--- src/rtl/branch_hazard_ctrl_if.sv ---
// Branch/hazard sequencer bundle: pipeline status in, pipeline register controls out.
// Latency: none, wires only.
// Backpressure: carried as pc_write / if_id_write enables toward the pipeline.
interface branch_hazard_ctrl_if #(
  parameter int CNT_W = 16
);
  logic             ex_br_valid;
  logic             ex_pc_source;
  logic             id_is_branch;
  logic             ex_sets_flags;
  logic             ext_stall;
  logic             pc_write;
  logic             if_id_write;
  logic             flush_if_id;
  logic             flush_id_ex;
  logic             busy;
  logic [CNT_W-1:0] taken_cnt;
  logic [CNT_W-1:0] stall_cnt;

  // Pipeline side: reports branch/flag/stall status, consumes the controls.
  modport master (
    output ex_br_valid, ex_pc_source, id_is_branch, ex_sets_flags, ext_stall,
    input  pc_write, if_id_write, flush_if_id, flush_id_ex, busy, taken_cnt, stall_cnt
  );

  // Controller side.
  modport slave (
    input  ex_br_valid, ex_pc_source, id_is_branch, ex_sets_flags, ext_stall,
    output pc_write, if_id_write, flush_if_id, flush_id_ex, busy, taken_cnt, stall_cnt
  );
endinterface

--- src/rtl/branch_hazard_ctrl.sv ---
// Branch hazard sequencer: redirect flush, flag-hazard stall, load-use stall.
// Latency: Mealy controls in the same cycle; FLUSH_EXTRA extra flush cycles after redirect.
// Backpressure: deasserts pc_write/if_id_write on stalls. Macro BRANCH_STATS_EN adds counters.
module branch_hazard_ctrl #(
  parameter int FLUSH_EXTRA = 0,
  parameter int CNT_W       = 16
) (
  input  logic                 clk,
  input  logic                 rst_n,
  branch_hazard_ctrl_if.slave  bus
);

  typedef enum logic [1:0] {
    RUN       = 2'd0,
    FLAG_WAIT = 2'd1,
    FLUSH     = 2'd2
  } state_t;

  localparam bit       HAS_FLUSH  = (FLUSH_EXTRA > 0);
  localparam logic [2:0] FLUSH_INIT = HAS_FLUSH ? 3'(FLUSH_EXTRA - 1) : 3'd0;

  state_t     state_q, state_d;
  logic [2:0] cnt_q, cnt_d;

  logic redirect;
  logic flag_haz;
  logic stall_hit;

  logic pc_write, if_id_write, flush_if_id, flush_id_ex, busy;

  // Hazard classification; FLUSH ignores all requests, flag hazard only checked in RUN.
  always_comb begin
    redirect  = bus.ex_br_valid & bus.ex_pc_source & (state_q != FLUSH);
    flag_haz  = (state_q == RUN) & bus.id_is_branch & bus.ex_sets_flags & ~redirect;
    stall_hit = (state_q != FLUSH) & bus.ext_stall & ~redirect & ~flag_haz;
  end

  // State register with synchronous reset; abandons any FLUSH/FLAG_WAIT in progress.
  always_ff @(posedge clk) begin
    if (!rst_n) begin
      state_q <= RUN;
      cnt_q   <= 3'd0;
    end else begin
      state_q <= state_d;
      cnt_q   <= cnt_d;
    end
  end

  // Next-state: redirect enters FLUSH (if configured), flag hazard waits one cycle.
  always_comb begin
    state_d = state_q;
    cnt_d   = cnt_q;
    case (state_q)
      RUN, FLAG_WAIT: begin
        if (redirect) begin
          if (HAS_FLUSH) begin
            state_d = FLUSH;
            cnt_d   = FLUSH_INIT;
          end else begin
            state_d = RUN;
          end
        end else if (flag_haz) begin
          state_d = FLAG_WAIT;
        end else begin
          state_d = RUN;
        end
      end
      FLUSH: begin
        if (cnt_q == 3'd0) begin
          state_d = RUN;
        end else begin
          cnt_d = cnt_q - 3'd1;
        end
      end
      default: begin
        state_d = RUN;
        cnt_d   = 3'd0;
      end
    endcase
  end

  // Mealy outputs; reset holds the pipeline frozen with both stages bubbled.
  always_comb begin
    pc_write    = 1'b1;
    if_id_write = 1'b1;
    flush_if_id = 1'b0;
    flush_id_ex = 1'b0;
    busy        = (state_q != RUN);
    if (!rst_n) begin
      pc_write    = 1'b0;
      if_id_write = 1'b0;
      flush_if_id = 1'b1;
      flush_id_ex = 1'b1;
      busy        = 1'b0;
    end else if (state_q == FLUSH || redirect) begin
      flush_if_id = 1'b1;
      flush_id_ex = 1'b1;
    end else if (flag_haz || stall_hit) begin
      pc_write    = 1'b0;
      if_id_write = 1'b0;
      flush_id_ex = 1'b1;
    end
  end

  assign bus.pc_write    = pc_write;
  assign bus.if_id_write = if_id_write;
  assign bus.flush_if_id = flush_if_id;
  assign bus.flush_id_ex = flush_id_ex;
  assign bus.busy        = busy;

`ifdef BRANCH_STATS_EN
  logic [CNT_W-1:0] taken_q, stall_q;

  // Saturating statistics: taken redirects and stall cycles (flag or external).
  always_ff @(posedge clk) begin
    if (!rst_n) begin
      taken_q <= '0;
      stall_q <= '0;
    end else begin
      if (redirect && (taken_q != {CNT_W{1'b1}}))
        taken_q <= taken_q + 1'b1;
      if ((flag_haz || stall_hit) && (stall_q != {CNT_W{1'b1}}))
        stall_q <= stall_q + 1'b1;
    end
  end

  assign bus.taken_cnt = taken_q;
  assign bus.stall_cnt = stall_q;
`else
  assign bus.taken_cnt = '0;
  assign bus.stall_cnt = '0;
`endif

endmodule

--- src/flat_wrapper.sv ---
// flat-port wrapper written by rule: the top's interface ports become plain ports
module branch_hazard_ctrl_flat 
#(
  parameter int FLUSH_EXTRA = 0,
  parameter int CNT_W       = 16
)
  (clk, rst_n, bus_ex_br_valid, bus_ex_pc_source, bus_id_is_branch, bus_ex_sets_flags, bus_ext_stall, bus_pc_write, bus_if_id_write, bus_flush_if_id, bus_flush_id_ex, bus_busy, bus_taken_cnt, bus_stall_cnt);
  branch_hazard_ctrl_if #(.CNT_W(CNT_W)) bus_i ();
  input  logic clk;
  input  logic rst_n;
  input wire logic [$bits(bus_i.ex_br_valid)-1:0] bus_ex_br_valid;
  input wire logic [$bits(bus_i.ex_pc_source)-1:0] bus_ex_pc_source;
  input wire logic [$bits(bus_i.id_is_branch)-1:0] bus_id_is_branch;
  input wire logic [$bits(bus_i.ex_sets_flags)-1:0] bus_ex_sets_flags;
  input wire logic [$bits(bus_i.ext_stall)-1:0] bus_ext_stall;
  output wire logic [$bits(bus_i.pc_write)-1:0] bus_pc_write;
  output wire logic [$bits(bus_i.if_id_write)-1:0] bus_if_id_write;
  output wire logic [$bits(bus_i.flush_if_id)-1:0] bus_flush_if_id;
  output wire logic [$bits(bus_i.flush_id_ex)-1:0] bus_flush_id_ex;
  output wire logic [$bits(bus_i.busy)-1:0] bus_busy;
  output wire logic [$bits(bus_i.taken_cnt)-1:0] bus_taken_cnt;
  output wire logic [$bits(bus_i.stall_cnt)-1:0] bus_stall_cnt;
  assign bus_i.ex_br_valid = bus_ex_br_valid;
  assign bus_i.ex_pc_source = bus_ex_pc_source;
  assign bus_i.id_is_branch = bus_id_is_branch;
  assign bus_i.ex_sets_flags = bus_ex_sets_flags;
  assign bus_i.ext_stall = bus_ext_stall;
  assign bus_pc_write = bus_i.pc_write;
  assign bus_if_id_write = bus_i.if_id_write;
  assign bus_flush_if_id = bus_i.flush_if_id;
  assign bus_flush_id_ex = bus_i.flush_id_ex;
  assign bus_busy = bus_i.busy;
  assign bus_taken_cnt = bus_i.taken_cnt;
  assign bus_stall_cnt = bus_i.stall_cnt;
  branch_hazard_ctrl #(.FLUSH_EXTRA(FLUSH_EXTRA), .CNT_W(CNT_W)) u_core (.clk(clk), .rst_n(rst_n), .bus(bus_i));
endmodule
--- config.mk ---
export PLATFORM = sky130hd
export DESIGN_NAME = branch_hazard_ctrl_flat
export DESIGN_NICKNAME = d
export VERILOG_FILES = /design/src/rtl/branch_hazard_ctrl_if.sv /design/src/rtl/branch_hazard_ctrl.sv /design/src/flat_wrapper.sv
export SDC_FILE = /design/constraint.sdc
export NUM_CORES = 1
export LEC_CHECK = 0
export CAP_MARGIN = 20
export CORE_MARGIN = 2
export CORE_UTILIZATION = 25
export CTS_CLUSTER_SIZE = 12
export DETAILED_ROUTE_END_ITERATION = 6
export PLACE_DENSITY_LB_ADDON = 0.3
export SLEW_MARGIN = 5
export SYNTH_ARGS = -nofsm -noshare
export SYNTH_HDL_FRONTEND = slang
export SYNTH_SLANG_ARGS = --single-unit
--- constraint.sdc ---
create_clock -name clk -period 1.85 [get_ports clk]
set_input_delay 0.37 -clock clk [delete_from_list [all_inputs] [get_ports clk]]
set_output_delay 0.37 -clock clk [all_outputs]
set_load 0.05 [all_outputs]
==> run summary, run 1 <==
Total core area - 0.00116 sq mm
Number of global-route vias before repair - 129
Hold WS - 0.660 ns
Post-Syn Area - 324 sq um
Post-Layout Cell Count - 68
CP bufs+invs - 2
Net Switching - 0.000179 W
Die ar. - 0.00160 sq mm
Fmax achieved - 568 MHz
Yosys reg bits - 1
Placed Cells - 67
Comb pwr share - 0.905
Largest stage delay, worst path - 0.40 ns
First-pass GRT wire length - 469 microns
GRT Overall Usage - 0.0413
Fraction of layout instances using a drive strength above 1 - 0.185
Worst path arrival time - 1.39 ns
Hold Startpoint - u_core.state_q[0]
CTS clk-pin slew, worst paths - 0 ns
WP data required - 1.48 ns
Regs by FF count - u_core.state_q x1
Reg2reg end - u_core.state_q[0]
Crit start category - primary input
Final worst-path cycle share - 0.952
Mean area per synthesized cell - 7.72 sq um
Sequential-to-total area share from yosys stat - 0.0618
Cell breakdown of the critical path - dlygate4sd2_1 > a21bo_2 > or3b_4 > buf_8
Pwr Total - 0.000243 W
CTS hold repair buffers - 0
Clock latency on the worst-skew pair - 0 ns
I/O pin count - 44
Final Slew Violations - 0
WHS Path Cells - 3
Outcome - finished clean
Sw Ratio - 0.737
Final setup fails - 0
Initial Utilization - 0.280
Lkg Pwr - 0.234 nW
Clock Power Share - 0
Final Hold Vio Count - 0
# DRC - 0
Routability cong. - 0.570
Largest register FFs - 1
CP top delay family - buffers and inverters
Vias per inst - 2.94
Pwr dens - 622 mW/mm^2
GRT overflow - 0
Drt pass-1 iters - 1
Pin count of the biggest net entering global routing - 4
Critical path class - in -> out
Cell variety after synth - 10
Final WL - 457 microns
Max IR drop VDD - 0.158 mV
Layout Area Growth over Synthesis - 20.8%
FF-to-FF path depth - 3
Slowest CP cell - or3b_4
Drt wl/cell - 6.72 microns
Critical path depth in cells - 4
N_diodes - 0
Vias - 200
Layout Skew - 0 ns
Detail Route Antenna Nets - 0
Setup tns final - 0 ns
Worst setup EP type - primary output
Int Pwr - 0.0000640 W
Final HPWL DP - 396 microns
Nets - 63
Worst min-delay path endpoint - u_core.state_q[0]
Sequential share of power - 0.095
Synth warn - 0
R2R Setup Slk - 1.07 ns
Period minus WS final - 1.76 ns
Post-layout util - 0.339
Tightest Hold Check Type - reg -> reg
Die Y - 40.0 microns
IO Port Bufs - 11
Worst Path Max Fanout - 2
DR iter-0 viols - 0
Chip width - 40.0 microns
Initial antenna violation count - 0
Post-synthesis cell count - 42
Row cnt - 12
Max Cap Violations - 0
Largest Register - u_core.state_q
Unrepaired setup endpoints after global routing - false
Reg-to-Reg Start - u_core.state_q[0]
-- cell usage in the layout, fill, tap and decap left out --
master / instances
a21bo_2: 1
a32o_1: 1
and2_1: 1
buf_12: 4
buf_4: 3
buf_8: 1
clkdlybuf4s50_1: 1
conb_1: 32
dfxtp_1: 1
dlygate4sd2_1: 3
dlymetal6s2s_1: 2
nand3b_1: 1
nor2_1: 1
nor2b_1: 1
or3b_4: 1
-- area by class of cell --
| cell class | count | area [sq um] |
|---|---|---|
| fillers | 121 | 764 |
| multi-input cells | 39 | 175 |
| flip-flops and latches | 1 | 20.0 |
| well taps | 14 | 17.5 |
| repair buffers | 14 | 179 |
-- cells in the mapped netlist --
cell type,instances,share of area
nand3b_1,1,0.023
nor2_1,1,0.012
a21bo_2,1,0.031
or3b_1,1,0.027
dfxtp_1,1,0.062
conb_1,1,0.012
buf_4,33,0.76
nor2b_1,1,0.019
a32o_1,1,0.031
and2_1,1,0.019
-- repair_timing --
action,CTS,global route
resized for setup,4,4
endpoints found under the setup margin,3,1
gates cloned,0,0
setup buffers,0,1
pin swaps,2,1
-- per-stage QoR --
| step | worst slack (ns) | instance area [sq um] |
|---|---|---|
| after floorplan | 0.189 | 440 |
| final | 0.0882 | 392 |
| after global routing | 0.0715 | 392 |
| after CTS | 0.0465 | 373 |
| after detailed placement | -0.145 | 373 |
| after global placement | -0.130 | 373 |
-- layer usage --
layer  GRT usage  vias to the layer above  wire length (microns)
li1            -                       90                      -
met2      0.0726                       29                    236
met3      0.0278                        0                    107
met5           0                        -                      0
met4           0                        0                      0
met1      0.0429                       81                    113
-- cell families after synthesis --
kind of cell           synth area share
AND/OR/NAND/NOR                   0.100
AO/OA/AOI/OAI                    0.0618
buffers and inverters             0.764
other                            0.0116
flip-flops                       0.0618
-- power groups by stage --
stage	clock (W)	combinational, W	sequential, W
finish	0	0.000220	0.0000232
global route	0	0.000229	0.0000233
CTS	0	0.000216	0.0000232
detailed placement	0	0.000217	0.0000232
global placement	0	0.000217	0.0000232
floorplan	0	0.000228	0.0000230
-- worst reg2reg max path, cell delays in order, from the launching register on --
cell and delay [ns]:
dfxtp_1 0.29, nand3b_1 0.19, buf_4 0.16, nor2_1 0.07
-- worst max-delay path by stage --
stage                     startpoint              end  slack (ns)
CTS                 bus_id_is_branch  bus_flush_id_ex        0.05
floorplan                      rst_n  bus_flush_id_ex        0.19
global placement               rst_n  bus_flush_id_ex       -0.13
finish              bus_ex_pc_source  bus_flush_id_ex        0.09
global route        bus_ex_pc_source  bus_flush_id_ex        0.07
detailed placement             rst_n  bus_flush_id_ex       -0.15
(Power assumes the default switching activity.)
==> inputs of run 2 (changes only) <==
Settings changed: CORE_MARGIN 2 to default.
==> run 2 against run 1 <==
Net effect: routed wire length fell by 19%; hold slack got worse by 0.12 ns; register-to-register slack improved by 0.14 ns; die area fell by 9.7%; first-iteration DRC count did not move; critical path type unchanged; highest routed layer unchanged; largest power group unchanged; global-route usage rose by 0.24 points; via count fell by 2.5%; design area fell by 2.6%; largest cell class is now multi-input gates; sequential cell count did not move; maximum frequency fell by 3.0%; combinational power barely moved; sequential power barely moved.
==> run summary, run 2 (same netlist as run 1, synthesis figures left out) <==
Outcome - finished clean
Final WS setup - 0.0340 ns (-0.0542 ns)
Slowest CP cell - clkdlybuf4s50_1
Tightest Hold Check Type - reg -> reg
Chip width - 38.0 microns (-5.0%)
Largest stage delay, worst path - 0.40 ns (about the same)
Largest register FFs - 1 (unchanged)
Clock latency on the worst-skew pair - 0 ns (unchanged)
Met3 WL post-DR - 67 microns (-37%)
Final WL - 370 microns (-19%)
Initial Utilization - 0.280 (unchanged)
Final setup fails - 0 (unchanged)
IO Port Bufs - 11 (unchanged)
Layout Skew - 0 ns (unchanged)
# DRC - 0 (unchanged)
Fraction of layout instances using a drive strength above 1 - 0.170 (-0.0154)
Most frequent cells in the layout - 32 x conb_1, 4 x buf_12, 3 x dlygate4sd2_1, 2 x clkdlybuf4s50_1, 2 x buf_4
Fmax achieved - 551 MHz (-3.0%)
Final Slew Violations - 0 (unchanged)
Clock Power Share - 0 (unchanged)
First-pass GRT wire length - 483 microns (+3.0%)
Final HPWL DP - 366 microns (-7.5%)
Pre-CTS setup slack - -0.120 ns (+0.0247 ns)
DR iter-0 viols - 0 (unchanged)
Unrepaired setup endpoints after global routing - false
I/O pin count - 44 (unchanged)
Top Layer Used - met3
Pin count of the biggest net entering global routing - 4 (unchanged)
Die ar. - 0.00144 sq mm (-9.7%)
WP data required - 1.48 ns (about the same)
Cell breakdown of the critical path - clkdlybuf4s50_1 > nand3b_1 > or3b_4 > buf_8
Critical path class - in -> out
Total core area - 0.00116 sq mm (unchanged)
Worst setup EP type - primary output
Routability cong. - 0.575 (+0.89%)
Worst Path Max Fanout - 3 (+1)
Vias - 195 (-2.5%)
Nets - 62 (-1.6%)
Period minus WS final - 1.82 ns (+0.0542 ns)
N_diodes - 0 (unchanged)
Drt wl/cell - 5.52 microns (-18%)
Number of global-route vias before repair - 130 (+0.78%)
GRT Overall Usage - 0.0437 (+0.00236)
Final Hold Vio Count - 0 (unchanged)
Setup tns final - 0 ns (unchanged)
Die Y - 38.0 microns (-5.0%)
Layout Area Growth over Synthesis - 17.8%
Largest Register - u_core.state_q
CTS clk-pin slew, worst paths - 0 ns (unchanged)
Setup Buffers After CTS - 0 (unchanged)
Lkg Pwr - 0.220 nW (-5.8%)
Worst path arrival time - 1.45 ns (+0.06 ns)
Regs by FF count - u_core.state_q x1
Met1 WL - 99 microns (-12%)
Met2 WL - 203 microns (-14%)
Max IR drop VDD - 0.224 mV (+42%)
CTS hold repair buffers - 0 (unchanged)
Sw Ratio - 0.739 (+0.00195)
GRT overflow - 0 (unchanged)
Drt pass-1 iters - 1 (unchanged)
Most common cell after layout, fill and taps aside - conb_1
Max Cap Violations - 0 (unchanged)
Int Pwr - 0.0000630 W (-1.6%)
Net Switching - 0.000178 W (-0.63%)
Comb pwr share - 0.904 (about the same)
Vias per inst - 2.91 (-1.0%)
Final worst-path cycle share - 0.982 (+0.0293)
Pwr dens - 632 mW/mm^2 (+1.7%)
Detail Route Antenna Nets - 0 (unchanged)
Sequential share of power - 0.096 (about the same)
Crit start category - primary input
Initial antenna violation count - 0 (unchanged)
Row cnt - 12 (unchanged)
[run 2: changes by cell type in the layout (fill, tap and decap cells not counted)]
cell	before	now
dlymetal6s2s_1	2	1
buf_4	3	2
clkdlybuf4s50_1	1	2
[run 2: final timing paths]
path,start,to,slack [ns],cells past startpoint
max,bus_ex_sets_flags,bus_flush_id_ex,0.03,4
min,u_core.state_q[0],u_core.state_q[0],0.54,2
max reg2reg,u_core.state_q[0],u_core.state_q[0],1.21,2
min reg2reg,u_core.state_q[0],u_core.state_q[0],0.54,2
[run 2: layout make-up]
| cell class | count | area (sq um) |
|---|---|---|
| Sequential cell | 1 | 20.0 |
| Fill cell | 130 | 774 |
| Tap cell | 14 | 17.5 |
| Timing Repair Buffer | 13 | 169 |
| Multi-Input combinational cell | 39 | 175 |
[run 2: power by group through the flow]
stage | clock (W) | combinational (W) | sequential (W)
after floorplan | 0 | 0.000228 | 0.0000230
after global placement | 0 | 0.000217 | 0.0000231
after detailed placement | 0 | 0.000217 | 0.0000231
after CTS | 0 | 0.000216 | 0.0000231
after global routing | 0 | 0.000226 | 0.0000231
final | 0 | 0.000218 | 0.0000231
[run 2: worst max-delay path: cells and delay by family]
family,cells,cell delay (ns)
AND/OR/NAND/NOR,2,0.52
buffers and inverters,2,0.56
[run 2: stage by stage]
stage               utilization  area (sq um)  instances  total power (W)  hold WS [ns]
finish                    0.330           382         67         0.000241         0.542
global route              0.330           382         67         0.000249         0.569
CTS                       0.323           373         67         0.000239         0.546
detailed placement        0.323           373         67         0.000240         0.550
global placement          0.323           373         67         0.000240         0.542
floorplan                     -           440         73         0.000251         0.498
[run 2: timing repair]
action                                  in CTS  in global routing
gates resized for setup                      4                  3
pin swaps                                    2                  1
endpoints found under the hold margin        0                  0
cloned                                       0                  0
endpoints found under the setup margin       3                  1
[run 2: metal layers]
layer	track usage	vias up
met4	0	0
met5	0	-
met3	0.0174	0
met1	0.0451	80
met2	0.0862	27
li1	-	88
